==> src/rtl/arbitro_memoria_datos_if.sv <==
// Data-memory port bundle: MEM-stage request, memory-side strobes/data and the debug dump stream.
// master = the arbiter, slave = the surrounding pipeline/memory/debug logic.
interface arbitro_memoria_datos_if #(
  parameter int NBITS = 32
);
  logic             i_MemRead;
  logic             i_MemWrite;
  logic [NBITS-1:0] i_ALUDireccion;
  logic [NBITS-1:0] i_DatoRegistro;
  logic [NBITS-1:0] i_MemDatoLeido;
  logic [NBITS-1:0] o_MemDireccion;
  logic [NBITS-1:0] o_MemDato;
  logic             o_MemRead;
  logic             o_MemWrite;
  logic             o_PipeStall;
  logic             i_DumpStart;
  logic             i_DumpAbort;
  logic             i_DumpReady;
  logic             o_DumpValid;
  logic [NBITS-1:0] o_DumpDir;
  logic [NBITS-1:0] o_DumpDato;
  logic             o_DumpBusy;
  logic             o_DumpDone;

  modport master (
    input  i_MemRead, i_MemWrite, i_ALUDireccion, i_DatoRegistro, i_MemDatoLeido,
    input  i_DumpStart, i_DumpAbort, i_DumpReady,
    output o_MemDireccion, o_MemDato, o_MemRead, o_MemWrite, o_PipeStall,
    output o_DumpValid, o_DumpDir, o_DumpDato, o_DumpBusy, o_DumpDone
  );

  modport slave (
    output i_MemRead, i_MemWrite, i_ALUDireccion, i_DatoRegistro, i_MemDatoLeido,
    output i_DumpStart, i_DumpAbort, i_DumpReady,
    input  o_MemDireccion, o_MemDato, o_MemRead, o_MemWrite, o_PipeStall,
    input  o_DumpValid, o_DumpDir, o_DumpDato, o_DumpBusy, o_DumpDone
  );
endinterface

==> src/rtl/arbitro_memoria_datos.sv <==
// Data-memory port arbiter (MEM stage wins) plus a memory dump streamer; 3 cycles/word, OUT holds until i_DumpReady.
// ARBITRO_STARVE_GUARD_EN: after STARVE_LIMIT blocked ISSUE cycles, stall the pipeline one cycle to force a dump read.
module arbitro_memoria_datos #(
  parameter int NBITS        = 32,
  parameter int CELDAS       = 16,
  parameter int STARVE_LIMIT = 8
) (
  input  logic                   i_clk,
  input  logic                   i_reset_n,
  arbitro_memoria_datos_if.master bus
);
  localparam int CW = (CELDAS > 1) ? $clog2(CELDAS) : 1;

  typedef enum logic [2:0] {IDLE, ISSUE, WAIT, OUT, DONE} state_t;

  state_t           state_q, state_d;
  logic [CW-1:0]    cnt_q, cnt_d;
  logic [NBITS-1:0] dir_q, dir_d;
  logic [NBITS-1:0] dato_q, dato_d;
  logic             valid_q, valid_d;
  logic             done_q, done_d;
  logic             busy_q, busy_d;

  logic             pipe_acc;
  logic             force_grant;
  logic             pipe_owns;
  logic             dump_rd;
  logic [NBITS-1:0] dump_addr;

  assign pipe_acc  = bus.i_MemRead | bus.i_MemWrite;
  assign dump_addr = NBITS'(cnt_q);

`ifdef ARBITRO_STARVE_GUARD_EN
  localparam int SW = $clog2(STARVE_LIMIT + 1);
  logic [SW-1:0] starve_q, starve_d;

  assign force_grant = (state_q == ISSUE) && (starve_q == SW'(STARVE_LIMIT));

  // Counts only cycles that stay in ISSUE because the pipeline held the port.
  always_comb begin
    starve_d = '0;
    if ((state_q == ISSUE) && (state_d == ISSUE) && pipe_acc && !force_grant)
      starve_d = starve_q + SW'(1);
  end

  always_ff @(posedge i_clk or negedge i_reset_n) begin
    if (!i_reset_n) starve_q <= '0;
    else            starve_q <= starve_d;
  end
`else
  logic unused_starve_lim;
  assign unused_starve_lim = (STARVE_LIMIT == 0);
  assign force_grant       = 1'b0;
`endif

  assign pipe_owns = pipe_acc && !force_grant;
  assign dump_rd   = (state_q == ISSUE) && (!pipe_acc || force_grant);

  always_comb begin
    state_d = state_q;
    cnt_d   = cnt_q;
    dir_d   = dir_q;
    dato_d  = dato_q;
    case (state_q)
      IDLE: begin
        if (bus.i_DumpStart) begin
          cnt_d   = '0;
          state_d = ISSUE;
        end
      end
      ISSUE: begin
        if (dump_rd) state_d = WAIT;
      end
      WAIT: begin
        // Memory read register now holds the word requested in ISSUE.
        dato_d  = bus.i_MemDatoLeido;
        dir_d   = dump_addr;
        state_d = OUT;
      end
      OUT: begin
        if (bus.i_DumpReady) begin
          if (cnt_q == CW'(CELDAS - 1)) begin
            state_d = DONE;
          end else begin
            cnt_d   = cnt_q + CW'(1);
            state_d = ISSUE;
          end
        end
      end
      DONE:    state_d = IDLE;
      default: state_d = IDLE;
    endcase
    if (bus.i_DumpAbort && (state_q != IDLE)) state_d = IDLE;

    valid_d = (state_d == OUT);
    done_d  = (state_d == DONE);
    busy_d  = (state_d != IDLE);
  end

  always_ff @(posedge i_clk or negedge i_reset_n) begin
    if (!i_reset_n) begin
      state_q <= IDLE;
      cnt_q   <= '0;
      dir_q   <= '0;
      dato_q  <= '0;
      valid_q <= 1'b0;
      done_q  <= 1'b0;
      busy_q  <= 1'b0;
    end else begin
      state_q <= state_d;
      cnt_q   <= cnt_d;
      dir_q   <= dir_d;
      dato_q  <= dato_d;
      valid_q <= valid_d;
      done_q  <= done_d;
      busy_q  <= busy_d;
    end
  end

  assign bus.o_MemDireccion = pipe_owns ? bus.i_ALUDireccion : dump_addr;
  assign bus.o_MemDato      = bus.i_DatoRegistro;
  assign bus.o_MemRead      = i_reset_n & (pipe_owns ? bus.i_MemRead : dump_rd);
  assign bus.o_MemWrite     = i_reset_n & bus.i_MemWrite & ~force_grant;
  assign bus.o_PipeStall    = force_grant;
  assign bus.o_DumpValid    = valid_q;
  assign bus.o_DumpDir      = dir_q;
  assign bus.o_DumpDato     = dato_q;
  assign bus.o_DumpBusy     = busy_q;
  assign bus.o_DumpDone     = done_q;
endmodule

==> src/flat_wrapper.sv <==
// flat-port wrapper written by rule: the top's interface ports become plain ports
module arbitro_memoria_datos_flat 
#(
  parameter int NBITS        = 32,
  parameter int CELDAS       = 16,
  parameter int STARVE_LIMIT = 8
)
  (i_clk, i_reset_n, bus_i_MemRead, bus_i_MemWrite, bus_i_ALUDireccion, bus_i_DatoRegistro, bus_i_MemDatoLeido, bus_i_DumpStart, bus_i_DumpAbort, bus_i_DumpReady, bus_o_MemDireccion, bus_o_MemDato, bus_o_MemRead, bus_o_MemWrite, bus_o_PipeStall, bus_o_DumpValid, bus_o_DumpDir, bus_o_DumpDato, bus_o_DumpBusy, bus_o_DumpDone);
  arbitro_memoria_datos_if #(.NBITS(NBITS)) bus_i ();
  input  logic i_clk;
  input  logic i_reset_n;
  input wire logic [$bits(bus_i.i_MemRead)-1:0] bus_i_MemRead;
  input wire logic [$bits(bus_i.i_MemWrite)-1:0] bus_i_MemWrite;
  input wire logic [$bits(bus_i.i_ALUDireccion)-1:0] bus_i_ALUDireccion;
  input wire logic [$bits(bus_i.i_DatoRegistro)-1:0] bus_i_DatoRegistro;
  input wire logic [$bits(bus_i.i_MemDatoLeido)-1:0] bus_i_MemDatoLeido;
  input wire logic [$bits(bus_i.i_DumpStart)-1:0] bus_i_DumpStart;
  input wire logic [$bits(bus_i.i_DumpAbort)-1:0] bus_i_DumpAbort;
  input wire logic [$bits(bus_i.i_DumpReady)-1:0] bus_i_DumpReady;
  output wire logic [$bits(bus_i.o_MemDireccion)-1:0] bus_o_MemDireccion;
  output wire logic [$bits(bus_i.o_MemDato)-1:0] bus_o_MemDato;
  output wire logic [$bits(bus_i.o_MemRead)-1:0] bus_o_MemRead;
  output wire logic [$bits(bus_i.o_MemWrite)-1:0] bus_o_MemWrite;
  output wire logic [$bits(bus_i.o_PipeStall)-1:0] bus_o_PipeStall;
  output wire logic [$bits(bus_i.o_DumpValid)-1:0] bus_o_DumpValid;
  output wire logic [$bits(bus_i.o_DumpDir)-1:0] bus_o_DumpDir;
  output wire logic [$bits(bus_i.o_DumpDato)-1:0] bus_o_DumpDato;
  output wire logic [$bits(bus_i.o_DumpBusy)-1:0] bus_o_DumpBusy;
  output wire logic [$bits(bus_i.o_DumpDone)-1:0] bus_o_DumpDone;
  assign bus_i.i_MemRead = bus_i_MemRead;
  assign bus_i.i_MemWrite = bus_i_MemWrite;
  assign bus_i.i_ALUDireccion = bus_i_ALUDireccion;
  assign bus_i.i_DatoRegistro = bus_i_DatoRegistro;
  assign bus_i.i_MemDatoLeido = bus_i_MemDatoLeido;
  assign bus_i.i_DumpStart = bus_i_DumpStart;
  assign bus_i.i_DumpAbort = bus_i_DumpAbort;
  assign bus_i.i_DumpReady = bus_i_DumpReady;
  assign bus_o_MemDireccion = bus_i.o_MemDireccion;
  assign bus_o_MemDato = bus_i.o_MemDato;
  assign bus_o_MemRead = bus_i.o_MemRead;
  assign bus_o_MemWrite = bus_i.o_MemWrite;
  assign bus_o_PipeStall = bus_i.o_PipeStall;
  assign bus_o_DumpValid = bus_i.o_DumpValid;
  assign bus_o_DumpDir = bus_i.o_DumpDir;
  assign bus_o_DumpDato = bus_i.o_DumpDato;
  assign bus_o_DumpBusy = bus_i.o_DumpBusy;
  assign bus_o_DumpDone = bus_i.o_DumpDone;
  arbitro_memoria_datos #(.NBITS(NBITS), .CELDAS(CELDAS), .STARVE_LIMIT(STARVE_LIMIT)) u_core (.i_clk(i_clk), .i_reset_n(i_reset_n), .bus(bus_i));
endmodule
==> config.mk <==
export PLATFORM = sky130hd
export DESIGN_NAME = arbitro_memoria_datos_flat
export DESIGN_NICKNAME = d
export VERILOG_FILES = /design/src/rtl/arbitro_memoria_datos_if.sv /design/src/rtl/arbitro_memoria_datos.sv /design/src/flat_wrapper.sv
export SDC_FILE = /design/constraint.sdc
export NUM_CORES = 1
export LEC_CHECK = 0
export BUFFER_PORTS_ARGS = -buffer_cell sky130_fd_sc_hd__buf_2
export CORE_ASPECT_RATIO = 0.6
export CORE_MARGIN = 5
export CORE_UTILIZATION = 34
export DETAILED_ROUTE_END_ITERATION = 16
export HOLD_SLACK_MARGIN = 0.08
export PLACE_DENSITY = 0.82
export REMOVE_ABC_BUFFERS = 1
export SYNTH_ARGS = -nofsm -noshare
export SYNTH_HDL_FRONTEND = slang
export SYNTH_SLANG_ARGS = --single-unit
==> constraint.sdc <==
create_clock -name i_clk -period 1.6 [get_ports i_clk]
set_input_delay 0.24 -clock i_clk [delete_from_list [all_inputs] [get_ports i_clk]]
set_output_delay 0.24 -clock i_clk [all_outputs]
set_load 0.05 [all_outputs]
==> key figures <==
Run status
  – Status: complete, but fails checks
  – Failing checks: setup timing

Critical path
  – Slowest-stage cell, CP: or4b_4
  – Crit-path cells: or4b_4 -> o21a_4 -> a311oi_4 -> and2b_1
  – Max incr delay on CP: about 0.54 ns
  – CP startpoint kind: flip-flop
  – Crit. End Element: flip-flop
  – Reg-to-Reg Start: u_core.state_q[1]
  – Req. time, crit path: between 1.5 and 2 ns
  – Critical path class: reg2reg
  – Crit-path max FO: 3
  – CP startpoint: u_core.state_q[1]
  – Arr. time, crit path: about 1.9 ns

Route
  – Post-route ant nets: 0
  – # DRC: 0
  – DR WL/cell: 17.3 µm
  – Vias per cell: 4.31
  – Routed vias: 1,980
  – Initial DRC Count: between 40 and 50
  – Pre-Repair DR Iteration Count: 6
  – Drt total wl: between 7 and 8 mm

Synth
  – #FFs+latches synth: 46
  – Sequential fraction of the synthesis area: 0.445
  – Yosys warning count: 0
  – Cell count after synthesis: 229
  – Post-synth EDFFs: 0
  – Post-synthesis cell type count: 35
  – Synth Flop Type: dfrtp_1
  – Post-synth ARST share: 1.00
  – Synthesized area: 2590 µm²
  – Avg Cell Area, Syn: around 11 µm²

STA
  – Worst setup margin: -0.0427 ns
  – WHS: 0.116 ns
  – RSZ-0062 raised after global routing: true
  – Final setup fails: 3
  – Final period utilization: 1.03
  – Clk_skew: 0.00154 ns
  – Max_slew headroom: 0.621
  – Hold Vio Cnt, Final: 0
  – Min cycle time layout: 1.64 ns
  – Tightest Pin Transition: 0.569 ns
  – Maximum clock frequency: a little over 600 MHz
  – Max-slew violations: 0

Power and ir drop
  – Flop pwr share: 0.287
  – LEAKAGE: 1.81 nW
  – Sw power: about 3.1 mW
  – Cell Pwr Density: 1850 nW/µm²
  – Clock Power Share: 0.178
  – Sw Ratio: 0.495
  – Int Pwr: roughly 3.2 mW
  – Combinational power share: 0.534
  – Worst vdd ir: 0.000947 V

Clocking
  – CTS tree: yes
  – Clk slew on worst S/H paths: approximately 0.060 ns
  – Worst skew pair latency: 0.28 ns
  – Sink Count: 46
  – Max Buffers Root-to-Sink: 2
  – CTS Buf Count: 5
  – CTS Root Cell: clkbuf_16
  – # H-tree levels: 2
  – Hold buffers post-CTS: 0

Die
  – Core box area: ~7300 µm²
  – Num rows: 24
  – Die area: ~9500 µm²
  – Die W: approximately 120 µm
  – Initial Utilization: 0.353
  – Die height: about 78 µm
  – Num ports: 237

Global route
  – Largest net degree at the start of global routing: 47
  – First-pass GRT wire length: 11.7 mm
  – Total GRT Usage: 0.162
  – Vias in the first global route: 2,078
  – Initial antenna violation count: 0
  – GRT overflow: 0

Worst hold path
  – HP Class: in2async

Place
  – HPWL after DPL: around 6.4 mm
  – Gpl congestion: 0.767
  – Number of port buffers: 143
  – Setup WS pre-CTS: -0.0255 ns

Job
  – Max_cap viols: 0

Final layout
  – Synthesis-to-finish area growth: 32.0%
  – # diodes: 0
  – Nets@finish: 458
  – Proportion of layout cells with a drive suffix above 1: 0.504
[cell type report]
class | count | area, µm²
fill | 688 | 3910
timing repair buffer | 161 | 897
tap | 104 | 130
clock buffer | 8 | 166
sequential | 46 | 1150
multi-input combinational | 140 | 1070
[power by group through the flow]
stage	sequential (mW)	clock (mW)	combinational [mW]
3_3_place_gp	1.80	0	3.27
5_1_grt	1.88	1.22	3.54
3_5_place_dp	1.83	0	3.31
2_1_floorplan	3.39	0	0.886
4_1_cts	1.82	1.17	3.36
6_report	1.81	1.13	3.37
[per-layer routing]
layer | vias up | GRT usage | routed length [µm]
met4 | 0 | 0.0358 | 88
met5 | - | 0.0208 | 0
met2 | 135 | 0.225 | 3310
met1 | 917 | 0.194 | 3170
li1 | 919 | - | -
met3 | 9 | 0.131 | 1350
[cell usage in the layout, fill, tap and decap left out, types with 2 or more instances in the layout]
cell,n
o21a_1,2
clkbuf_8,3
o21ai_1,2
and2_1,2
clkbuf_16,5
nand2_1,5
buf_4,17
mux2_1,40
buf_6,3
a21oi_1,2
conb_1,29
buf_2,139
nor2b_1,29
buf_12,2
dfrtp_1,46
nand3_1,3
nor4_1,2
[sequential cells by signal, summed over array words and instances (netlist names)]
register                cells
u_core.bus.o_DumpDato      32
u_core.state_q              3
u_core.bus.o_DumpBusy       1
u_core.bus.o_DumpValid      1
u_core.bus.o_DumpDir        4
u_core.cnt_q                4
u_core.bus.o_DumpDone       1
[through the flow]
stage / power [mW] / instance area, µm² / setup TNS (ns) / util / instances
after floorplan: 4.27 / 2180 / -56.13 / - / 186
after global placement: 5.07 / 3170 / 0 / 0.433 / 448
after detailed placement: 5.15 / 3170 / -0.0430 / 0.433 / 448
after CTS: 6.35 / 3380 / -0.0908 / 0.461 / 457
after global routing: 6.64 / 3410 / -0.245 / 0.466 / 459
final: 6.31 / 3410 / -0.0891 / 0.466 / 459
[cells in the mapped netlist, types with 2 or more instances]
cell / count / area share
buf_4: 61 / 0.18
dfrtp_1: 46 / 0.44
mux2_1: 40 / 0.17
nor2b_1: 29 / 0.070
nand2_1: 5 / 0.0073
buf_2: 4 / 0.0077
clkbuf_1: 4 / 0.0058
a21oi_1: 3 / 0.0058
nand3_1: 3 / 0.0058
nor2_1: 3 / 0.0044
and2_1: 2 / 0.0048
buf_6: 2 / 0.0087
nor4_1: 2 / 0.0048
nor4b_1: 2 / 0.0068
o21a_1: 2 / 0.0058
o21ai_1: 2 / 0.0039
[kinds of logic (layout without fill, tap and decap cells)]
group | count (synthesis) | count (layout) | synth area share
muxes | 41 | 41 | 0.178
xor gates and xnor gates | 1 | 1 | 0.00339
DFF | 46 | 46 | 0.445
and+or+nand+nor | 55 | 55 | 0.130
buffers and inverters | 71 | 169 | 0.199
other | 1 | 29 | 0.00145
AOI/OAI and AO/OA | 13 | 13 | 0.0382
adders and majority gates | 1 | 1 | 0.00483
[worst max-delay path, delay by kind of cell (launching register included)]
family | cells | cell delay [ns]
and+or+nand+nor | 2 | 0.70
AOI/OAI and AO/OA | 2 | 0.48
DFF | 1 | 0.40
[final timing paths]
kind,end,slack [ns],cells after the start
worst max-delay path,u_core.bus.o_DumpValid,-0.04,4
worst min-delay path,u_core.bus.o_DumpDato[30],0.12,2
worst max register to register,u_core.bus.o_DumpValid,-0.04,4
worst min register to register,u_core.bus.o_DumpDir[3],0.48,1
max in group asynchronous,u_core.cnt_q[1],1.10,2
min in group i_clk,u_core.bus.o_DumpDato[23],0.17,2
[repair_timing]
item	4_1_cts	5_1_grt
endpoints found under the setup margin	3	7
pin swaps	3	4
gates resized for setup	6	10
buffers inserted	1	2
No activity file was read; power rests on OpenSTA's default activity.
